File: src/rtl/his_frame_sequencer.sv
// Frame sequencer for one histogram RAM: clear, accumulate, peak scan, report.
// Owns both RAM ports; port B reads with one-cycle latency and returns old data.
module his_frame_sequencer #(
    parameter int PIX_W = 2,
    parameter int BIN_W = 6,
    parameter int CNT_W = 8
) (
    input  logic                   clk,
    input  logic                   res,
    input  logic                   start,
    input  logic                   acq_end,
    input  logic                   evt_valid,
    input  logic [PIX_W-1:0]       evt_pixel,
    input  logic [BIN_W-1:0]       evt_bin,
    output logic                   evt_ready,
    output logic                   ram_wen,
    output logic [PIX_W+BIN_W-1:0] ram_waddr,
    output logic [CNT_W-1:0]       ram_wdata,
    output logic                   ram_ren,
    output logic [PIX_W+BIN_W-1:0] ram_raddr,
    input  logic [CNT_W-1:0]       ram_rdata,
    output logic                   pk_valid,
    input  logic                   pk_ready,
    output logic [PIX_W-1:0]       pk_pixel,
    output logic [BIN_W-1:0]       pk_bin,
    output logic [CNT_W-1:0]       pk_count,
    output logic                   busy,
    output logic                   done
);
    localparam int AW = PIX_W + BIN_W;
    localparam logic [CNT_W-1:0] CMAX = '1;

    typedef enum logic [2:0] {
        S_IDLE, S_CLEAR, S_ACQ, S_DRAIN, S_SCAN, S_REPORT, S_DONE
    } state_t;

    state_t            state;
    logic [AW-1:0]     clr_addr;
    logic              s1_valid, s2_valid, s3_valid;
    logic [AW-1:0]     s1_addr, s2_addr, s3_addr;
    logic [CNT_W-1:0]  s2_data, s3_data;
    logic [PIX_W-1:0]  pixel;
    logic [BIN_W-1:0]  rd_bin, rv_bin, max_bin;
    logic              rd_active, rv;
    logic [CNT_W-1:0]  max_cnt;

    logic              accept, scan_rd, clearing, gt;
    logic [AW-1:0]     evt_addr;
    logic [CNT_W-1:0]  old_cnt, inc_cnt;

    assign evt_ready = (state == S_ACQ);
    assign accept    = evt_valid & evt_ready;
    assign evt_addr  = {evt_pixel, evt_bin};
    assign scan_rd   = (state == S_SCAN) & rd_active;
    assign clearing  = (state == S_CLEAR);
    assign ram_ren   = accept | scan_rd;
    assign ram_wen   = clearing | s2_valid;
    assign busy      = (state != S_IDLE);
    assign done      = (state == S_DONE);
    assign gt        = (ram_rdata > max_cnt);

    // Read address: event lookup in ACQ, bin sweep in SCAN.
    always_comb begin
        ram_raddr = '0;
        if (accept)
            ram_raddr = evt_addr;
        else if (scan_rd)
            ram_raddr = {pixel, rd_bin};
    end

    // Write port: zero-fill during CLEAR, otherwise the pipelined increment.
    always_comb begin
        ram_waddr = '0;
        ram_wdata = '0;
        if (clearing)
            ram_waddr = clr_addr;
        else if (s2_valid) begin
            ram_waddr = s2_addr;
            ram_wdata = s2_data;
        end
    end

    // Old count: newest in-flight write to the same address beats RAM data.
    always_comb begin
        old_cnt = ram_rdata;
        if (s2_valid && s2_addr == s1_addr)
            old_cnt = s2_data;
        else if (s3_valid && s3_addr == s1_addr)
            old_cnt = s3_data;
        inc_cnt = (old_cnt == CMAX) ? CMAX : old_cnt + CNT_W'(1);
    end

    // Read-modify-write pipeline: s1 lookup, s2 write, s3 last write for forwarding.
    always_ff @(posedge clk or posedge res) begin
        if (res) begin
            s1_valid <= 1'b0;
            s1_addr  <= '0;
            s2_valid <= 1'b0;
            s2_addr  <= '0;
            s2_data  <= '0;
            s3_valid <= 1'b0;
            s3_addr  <= '0;
            s3_data  <= '0;
        end else begin
            s1_valid <= accept;
            s1_addr  <= evt_addr;
            s2_valid <= s1_valid;
            s2_addr  <= s1_addr;
            s2_data  <= inc_cnt;
            s3_valid <= s2_valid;
            s3_addr  <= s2_addr;
            s3_data  <= s2_data;
        end
    end

    // Frame FSM with peak scan and registered report outputs.
    always_ff @(posedge clk or posedge res) begin
        if (res) begin
            state     <= S_IDLE;
            clr_addr  <= '0;
            pixel     <= '0;
            rd_bin    <= '0;
            rd_active <= 1'b0;
            rv        <= 1'b0;
            rv_bin    <= '0;
            max_cnt   <= '0;
            max_bin   <= '0;
            pk_valid  <= 1'b0;
            pk_pixel  <= '0;
            pk_bin    <= '0;
            pk_count  <= '0;
        end else begin
            rv     <= scan_rd;
            rv_bin <= rd_bin;
            case (state)
                S_IDLE: begin
                    if (start) begin
                        state    <= S_CLEAR;
                        clr_addr <= '0;
                    end
                end
                S_CLEAR: begin
                    clr_addr <= clr_addr + AW'(1);
                    if (&clr_addr)
                        state <= S_ACQ;
                end
                S_ACQ: begin
                    if (acq_end)
                        state <= S_DRAIN;
                end
                S_DRAIN: begin
                    if (!s1_valid && !s2_valid) begin
                        state     <= S_SCAN;
                        pixel     <= '0;
                        rd_bin    <= '0;
                        rd_active <= 1'b1;
                        max_cnt   <= '0;
                        max_bin   <= '0;
                    end
                end
                S_SCAN: begin
                    if (rd_active) begin
                        rd_bin <= rd_bin + BIN_W'(1);
                        if (&rd_bin)
                            rd_active <= 1'b0;
                    end
                    if (rv) begin
                        if (gt) begin
                            max_cnt <= ram_rdata;
                            max_bin <= rv_bin;
                        end
                        if (&rv_bin) begin
                            state    <= S_REPORT;
                            pk_valid <= 1'b1;
                            pk_pixel <= pixel;
                            pk_bin   <= gt ? rv_bin : max_bin;
                            pk_count <= gt ? ram_rdata : max_cnt;
                        end
                    end
                end
                S_REPORT: begin
                    if (pk_ready) begin
                        pk_valid <= 1'b0;
                        if (&pixel)
                            state <= S_DONE;
                        else begin
                            state     <= S_SCAN;
                            pixel     <= pixel + PIX_W'(1);
                            rd_bin    <= '0;
                            rd_active <= 1'b1;
                            max_cnt   <= '0;
                            max_bin   <= '0;
                        end
                    end
                end
                S_DONE: state <= S_IDLE;
                default: state <= S_IDLE;
            endcase
        end
    end
endmodule

File: config.mk
export PLATFORM = sky130hd
export DESIGN_NAME = his_frame_sequencer
export DESIGN_NICKNAME = d
export VERILOG_FILES = /design/src/rtl/his_frame_sequencer.sv
export SDC_FILE = /design/constraint.sdc
export NUM_CORES = 1
export LEC_CHECK = 0
export CAP_MARGIN = 20
export CORE_MARGIN = 4
export CORE_UTILIZATION = 30
export DETAILED_ROUTE_END_ITERATION = 12
export SKIP_CTS_REPAIR_TIMING = 1
export SLEW_MARGIN = 20
export SYNTH_ARGS = -nofsm -noshare
export SYNTH_HDL_FRONTEND = slang
export SYNTH_SLANG_ARGS = --single-unit
File: constraint.sdc
create_clock -name clk -period 3.1 [get_ports clk]
set_input_delay 0.31 -clock clk [delete_from_list [all_inputs] [get_ports clk]]
set_output_delay 0.31 -clock clk [all_outputs]
set_load 0.005 [all_outputs]
### Yosys cells after proc, flatten, opt, wreduce, memory -nomap -nowiden

Index checks and enable logic that the tools add are counted.

| storage, ports and cells | value |
|---|---|
| bits of input ports | 22 |
| output and inout bits | 46 |
| word-level logic and storage cells | 119 |
| register bits after elaboration | 101 |

| cells by class | value |
|---|---|
| add/subtract/negate cells | 4 |
| reductions and logical operators | 23 |
| $lt $le $gt $ge | 1 |
| equality and inequality tests | 18 |
| mux-type cells | 48 |
| bitwise logic cells | 4 |

Operator list:

| cell | count |
|---|---|
| 8-bit two-way mux | 15 |
| 6-bit two-way mux | 6 |
| 6-bit case mux with 3 select lines | 2 |
| 8-bit case mux with 3 select lines | 1 |
| 3-bit two-way mux | 7 |
| 3-bit case mux with 6 select lines | 1 |
| 8-bit by 1-bit adder with 8-bit output (second input constant) | 2 |
| 8-bit == test | 2 |
| 8-bit case mux with 2 select lines | 1 |
| 8-bit AND reduction | 2 |
| 2-bit != test (second input constant) | 7 |
| 4-bit AND reduction | 3 |
| 6-bit AND reduction | 2 |
| 5-bit AND reduction | 2 |
| 3-bit == test (second input constant) | 3 |
| 8-bit == test (second input constant) | 1 |
| 8-bit > comparator | 1 |
| 1-bit two-way mux | 8 |
| 2-bit two-way mux | 4 |
| 7-bit AND reduction | 1 |
| 6-bit by 1-bit adder with 6-bit output (second input constant) | 1 |
| 3-bit by 2-bit == test with 1-bit output (second input constant) | 2 |
| 2-bit nonzero test | 3 |
| 3-bit nonzero test | 2 |
| 12 further kinds | 19 |

### Depth between registers and ports, before layout

| depth | value |
|---|---|
| word-level depth | 6 |
| depth in mapped cells | 11 |
| mapped depth without buffers | 9 |

### Worst setup path before layout

OpenSTA, ideal clock, no wires.

| path | value |
|---|---|
| path type | reg-to-reg |
| start point | reg s2_addr[0] |
| end point | reg s2_data[1] |
| setup slack | 771 ps |
| path buffers | 1 |
| cell stages (with the launch flop) | 10 |
| clock period less this slack | 2329 ps |
| data arrival time | 2263 ps |
| cells stage by stage | dfrtp_1 xnor2_1 nand4_2 or3_1 buf_6 a31oi_2 ha_1 nand3_1 or3_4 nand2b_1 |

| on the way | value |
|---|---|
| cells in the longest elaborated chain, start to end | 5 |

RTL lines:

| element | line | RTL |
|---|---|---|
| from (decl) | 40 | `logic [AW-1:0] s1_addr, s2_addr, s3_addr;` |
| from (signal assigned) | 108 | `s2_addr <= s1_addr;` |
| 8-bit == test (*) | 86 | `if (s2_valid && s2_addr == s1_addr)` |
| 1-bit logical AND (*) | 86 |  |
| 8-bit two-way mux (*) | 86 |  |
| 8-bit by 1-bit adder with 8-bit output or 8-bit == test (tied branches) | 90 | `inc_cnt = (old_cnt == CMAX) ? CMAX : old_cnt + CNT_W'(1);` |
| 8-bit two-way mux (*) | 90 |  |
| net inc_cnt[1] | 49 | `logic [CNT_W-1:0] old_cnt, inc_cnt;` |
| to (signal assigned) | 109 | `s2_data <= inc_cnt;` |
| to (decl) | 41 | `logic [CNT_W-1:0] s2_data, s3_data;` |

Mark *: on every way through the listed nets, which the timed path passes. The rest lies on a longest branch.
A chain may end at the register's enable or synchronous reset.

### Worst setup path in the final report

| path | value |
|---|---|
| start point | reg s2_addr[1] |
| end point | reg s2_data[1] |

Same word-level chain as after synthesis.

==> impl_metrics.env <==
export IMPL_crit_required_ps=3380
export IMPL_netlist_area_sq_um=4698
export IMPL_hold_class="in -> async"
export IMPL_rsz0062_at_grt="false"
export IMPL_period_needed_ps=2750
export IMPL_dieArea_sq_um=17730
export IMPL_clock_sinks=101
export IMPL_synthAdderAreaFrac=0.03196
export IMPL_clock_latency_ps=350
export IMPL_swShare=0.3191
export IMPL_syn_avg_cell_area_sq_um=10.58
export IMPL_fmax_mhz=363.6
export IMPL_first_global_vias=3657
export IMPL_yosysWarnings=0
export IMPL_worstSetupPathType="reg -> reg"
export IMPL_synth_xor_area_frac=0.04288
export IMPL_cts_root_buf="clkbuf_16"
export IMPL_final_common_cell="dfrtp_1"
export IMPL_post_route_period_util=0.8873
export IMPL_grt_first_pass_wirelength_mm=19.13
export IMPL_synth_compound_area_share=0.1566
export IMPL_wl_per_cell_microns=16.03
export IMPL_wirelength_mm=11.64
export IMPL_post_place_ws_ps=249.7
export IMPL_finClkSkew_ps=10.77
export IMPL_seqPwrFrac=0.436
export IMPL_endpoint_kind="flop"
export IMPL_synthMuxAreaShare=0.04154
export IMPL_overflow=0
export IMPL_crit_fanout=9
export IMPL_hold_viol=0
export IMPL_synthSimpleGateAreaFrac=0.1590
export IMPL_dp_hpwl_mm=8.638
export IMPL_drtIter0Drc=249
export IMPL_regArea_sq_um=2527
export IMPL_gp_congestion=0.8611
export IMPL_die_w_microns=133.1
export IMPL_drt_vias_per_instance=4.946
export IMPL_drt_pass1_iter_count=4
export IMPL_p_leak_uw=0.002524
export IMPL_fp_coreArea_sq_um=15260
export IMPL_synthFlopType="dfrtp_1"
export IMPL_syn_nets=478
export IMPL_cp_data_arrival_time_ps=3040
export IMPL_power_density_nw_per_um2=628.7
export IMPL_tightest_slew_ps=759.1
export IMPL_area_delta_synth_final_pct=25.81
export IMPL_clk_pin_slew_worst_paths_ps=70
export IMPL_clkPwrFrac=0.300
export IMPL_layout_common_cells="dfrtp_1, clkdlybuf4s50_1, nand2_1"
export IMPL_grt_max_degree=45
export IMPL_timing_final_max_slew_violations=0
export IMPL_netSwitchingPower_uw=1186
export IMPL_numCtsBuffers=9
export IMPL_synth_cell_types=45
export IMPL_vias=3591
export IMPL_multi_input_area_sq_um=2033
export IMPL_power_frac_comb=0.264
export IMPL_postSynthCellCount=444
export IMPL_antenna_found_initial=1
export IMPL_synth_top_family_by_area="simple AND/OR/NAND/NOR gates"
export IMPL_synth_edf_count=0
export IMPL_rows=45
export IMPL_status="finished, final reports clean"
export IMPL_critPathLaunchType="flop"
export IMPL_layout_drive_gt1_share=0.07767
export IMPL_fillerInstances=1501
export IMPL_cap_viol_max_count=0
export IMPL_antenna_left=0
export IMPL_grtUsageTotal=0.1351
export IMPL_ys_ff_latch=101
export IMPL_ys_async_sr_fraction=1.000
export IMPL_drc_errors=0
export IMPL_ios=68
export IMPL_insertedDiodeCount=0
export IMPL_initial_utilization=0.3079
export IMPL_max_vdd_ir_drop_v=0.0003615
export IMPL_die_h_microns=133.1
export IMPL_htreeDepth=3
export IMPL_whs_ps=370.4
export IMPL_port_buffers=67
export IMPL_cts_tree="built"
export IMPL_tns_ps=0
export IMPL_nNetsFinal=544
export IMPL_finalWorstSetupSlack_ps=349.5
export IMPL_setup_violations=0
export IMPL_total_power_uw=3716
export IMPL_synth_seq_area_share=0.5379
export IMPL_intPower_uw=2530
export IMPL_slew_headroom=0.4927
export IMPL_clk_path_buf_depth=2
==> worst max-delay path, stage by stage (launching register included) <==
cell      delay (ps)
dfrtp_1          410
xnor2_1          210
nand4_2          240
or3_1            580
a31oi_2          300
ha_1             230
nand3_1          180
or3_4            450
nand2b_1          80
==> cells by family (layout without fill, tap and decap cells) <==
group / Yosys count / after routing
AOI/OAI and AO/OA: 105 / 105
xor gates and xnor gates: 23 / 23
adders and majority gates: 12 / 12
buffers and inverters: 35 / 106
DFF: 101 / 101
muxes: 19 / 19
and+or+nand+nor: 149 / 149
==> final cells by class <==
cell class                      count  share of cell area
Timing Repair Buffer               76              0.1249
Tap cell                          211             0.04467
Multi-Input combinational cell    308              0.3440
Clock inverter                      5            0.008467
Inverter                           14            0.009314
Clock buffer                       11             0.04107
Sequential cell                   101              0.4276
==> worst paths after layout <==
check / from / endpoint / slack [ps] / cells after the start
min in group clk: s2_data[6] / s3_data[6] / 420 / 0
max in group asynchronous: res / max_bin[1] / 2030 / 3
max reg2reg: s2_addr[1] / s2_data[1] / 350 / 8
max: s2_addr[1] / s2_data[1] / 350 / 8
min reg2reg: s2_data[6] / s3_data[6] / 420 / 0
min: res / rv_bin[1] / 370 / 2
==> routing by layer <==
metal | vias up | global-route usage | share of wire
met3 | 16 | 0.04456 | 0.063
met1 | 1737 | 0.1845 | 0.47
li1 | 1741 | - | -
met4 | 2 | 0.03143 | 0.011
met5 | - | 0 | 0.00069
met2 | 95 | 0.2097 | 0.46
==> power groups by stage <==
stage	logic [uW]	clock network, uW	registers [uW]
finish	979	1120	1620
floorplan	648	0	1570
detailed placement	980	0	1640
CTS	985	1150	1620
global route	1090	1200	1650
global placement	962	0	1640
==> metrics by stage <==
stage | utilization | instance area (sq um) | std cells
floorplan | - | 4698 | 444
global placement | 0.3682 | 5618 | 710
detailed placement | 0.3682 | 5618 | 710
CTS | 0.3874 | 5911 | 726
global route | 0.3874 | 5911 | 726
finish | 0.3874 | 5911 | 726
==> sequential cells by signal, indices dropped and copies added, names as in the netlist <==
register   flops
s2_valid       1
rv             1
max_bin        6
pk_valid       1
rv_bin         6
pk_bin         6
s3_data        8
clr_addr       8
s3_valid       1
pk_count       8
max_cnt        8
s2_addr        8
s1_valid       1
rd_bin         6
s1_addr        8
s2_data        8
state          3
pk_pixel       2
pixel          2
rd_active      1
s3_addr        8
==> synth_stat cells, drive strengths merged (6+ instances only) <==
cell | n | share of area
dfrtp | 101 | 0.54
nand2 | 45 | 0.036
nor2 | 27 | 0.022
o21ai | 26 | 0.028
a21oi | 24 | 0.026
a22o | 24 | 0.045
xnor2 | 20 | 0.037
nand3 | 19 | 0.021
and3 | 15 | 0.020
clkbuf | 15 | 0.012
mux2i | 15 | 0.032
nand4 | 15 | 0.021
inv | 14 | 0.011
ha | 12 | 0.032
nor4 | 10 | 0.013
o31ai | 9 | 0.014
a31oi | 8 | 0.021
buf | 6 | 0.0069
Power figures use the tool's default switching activity.
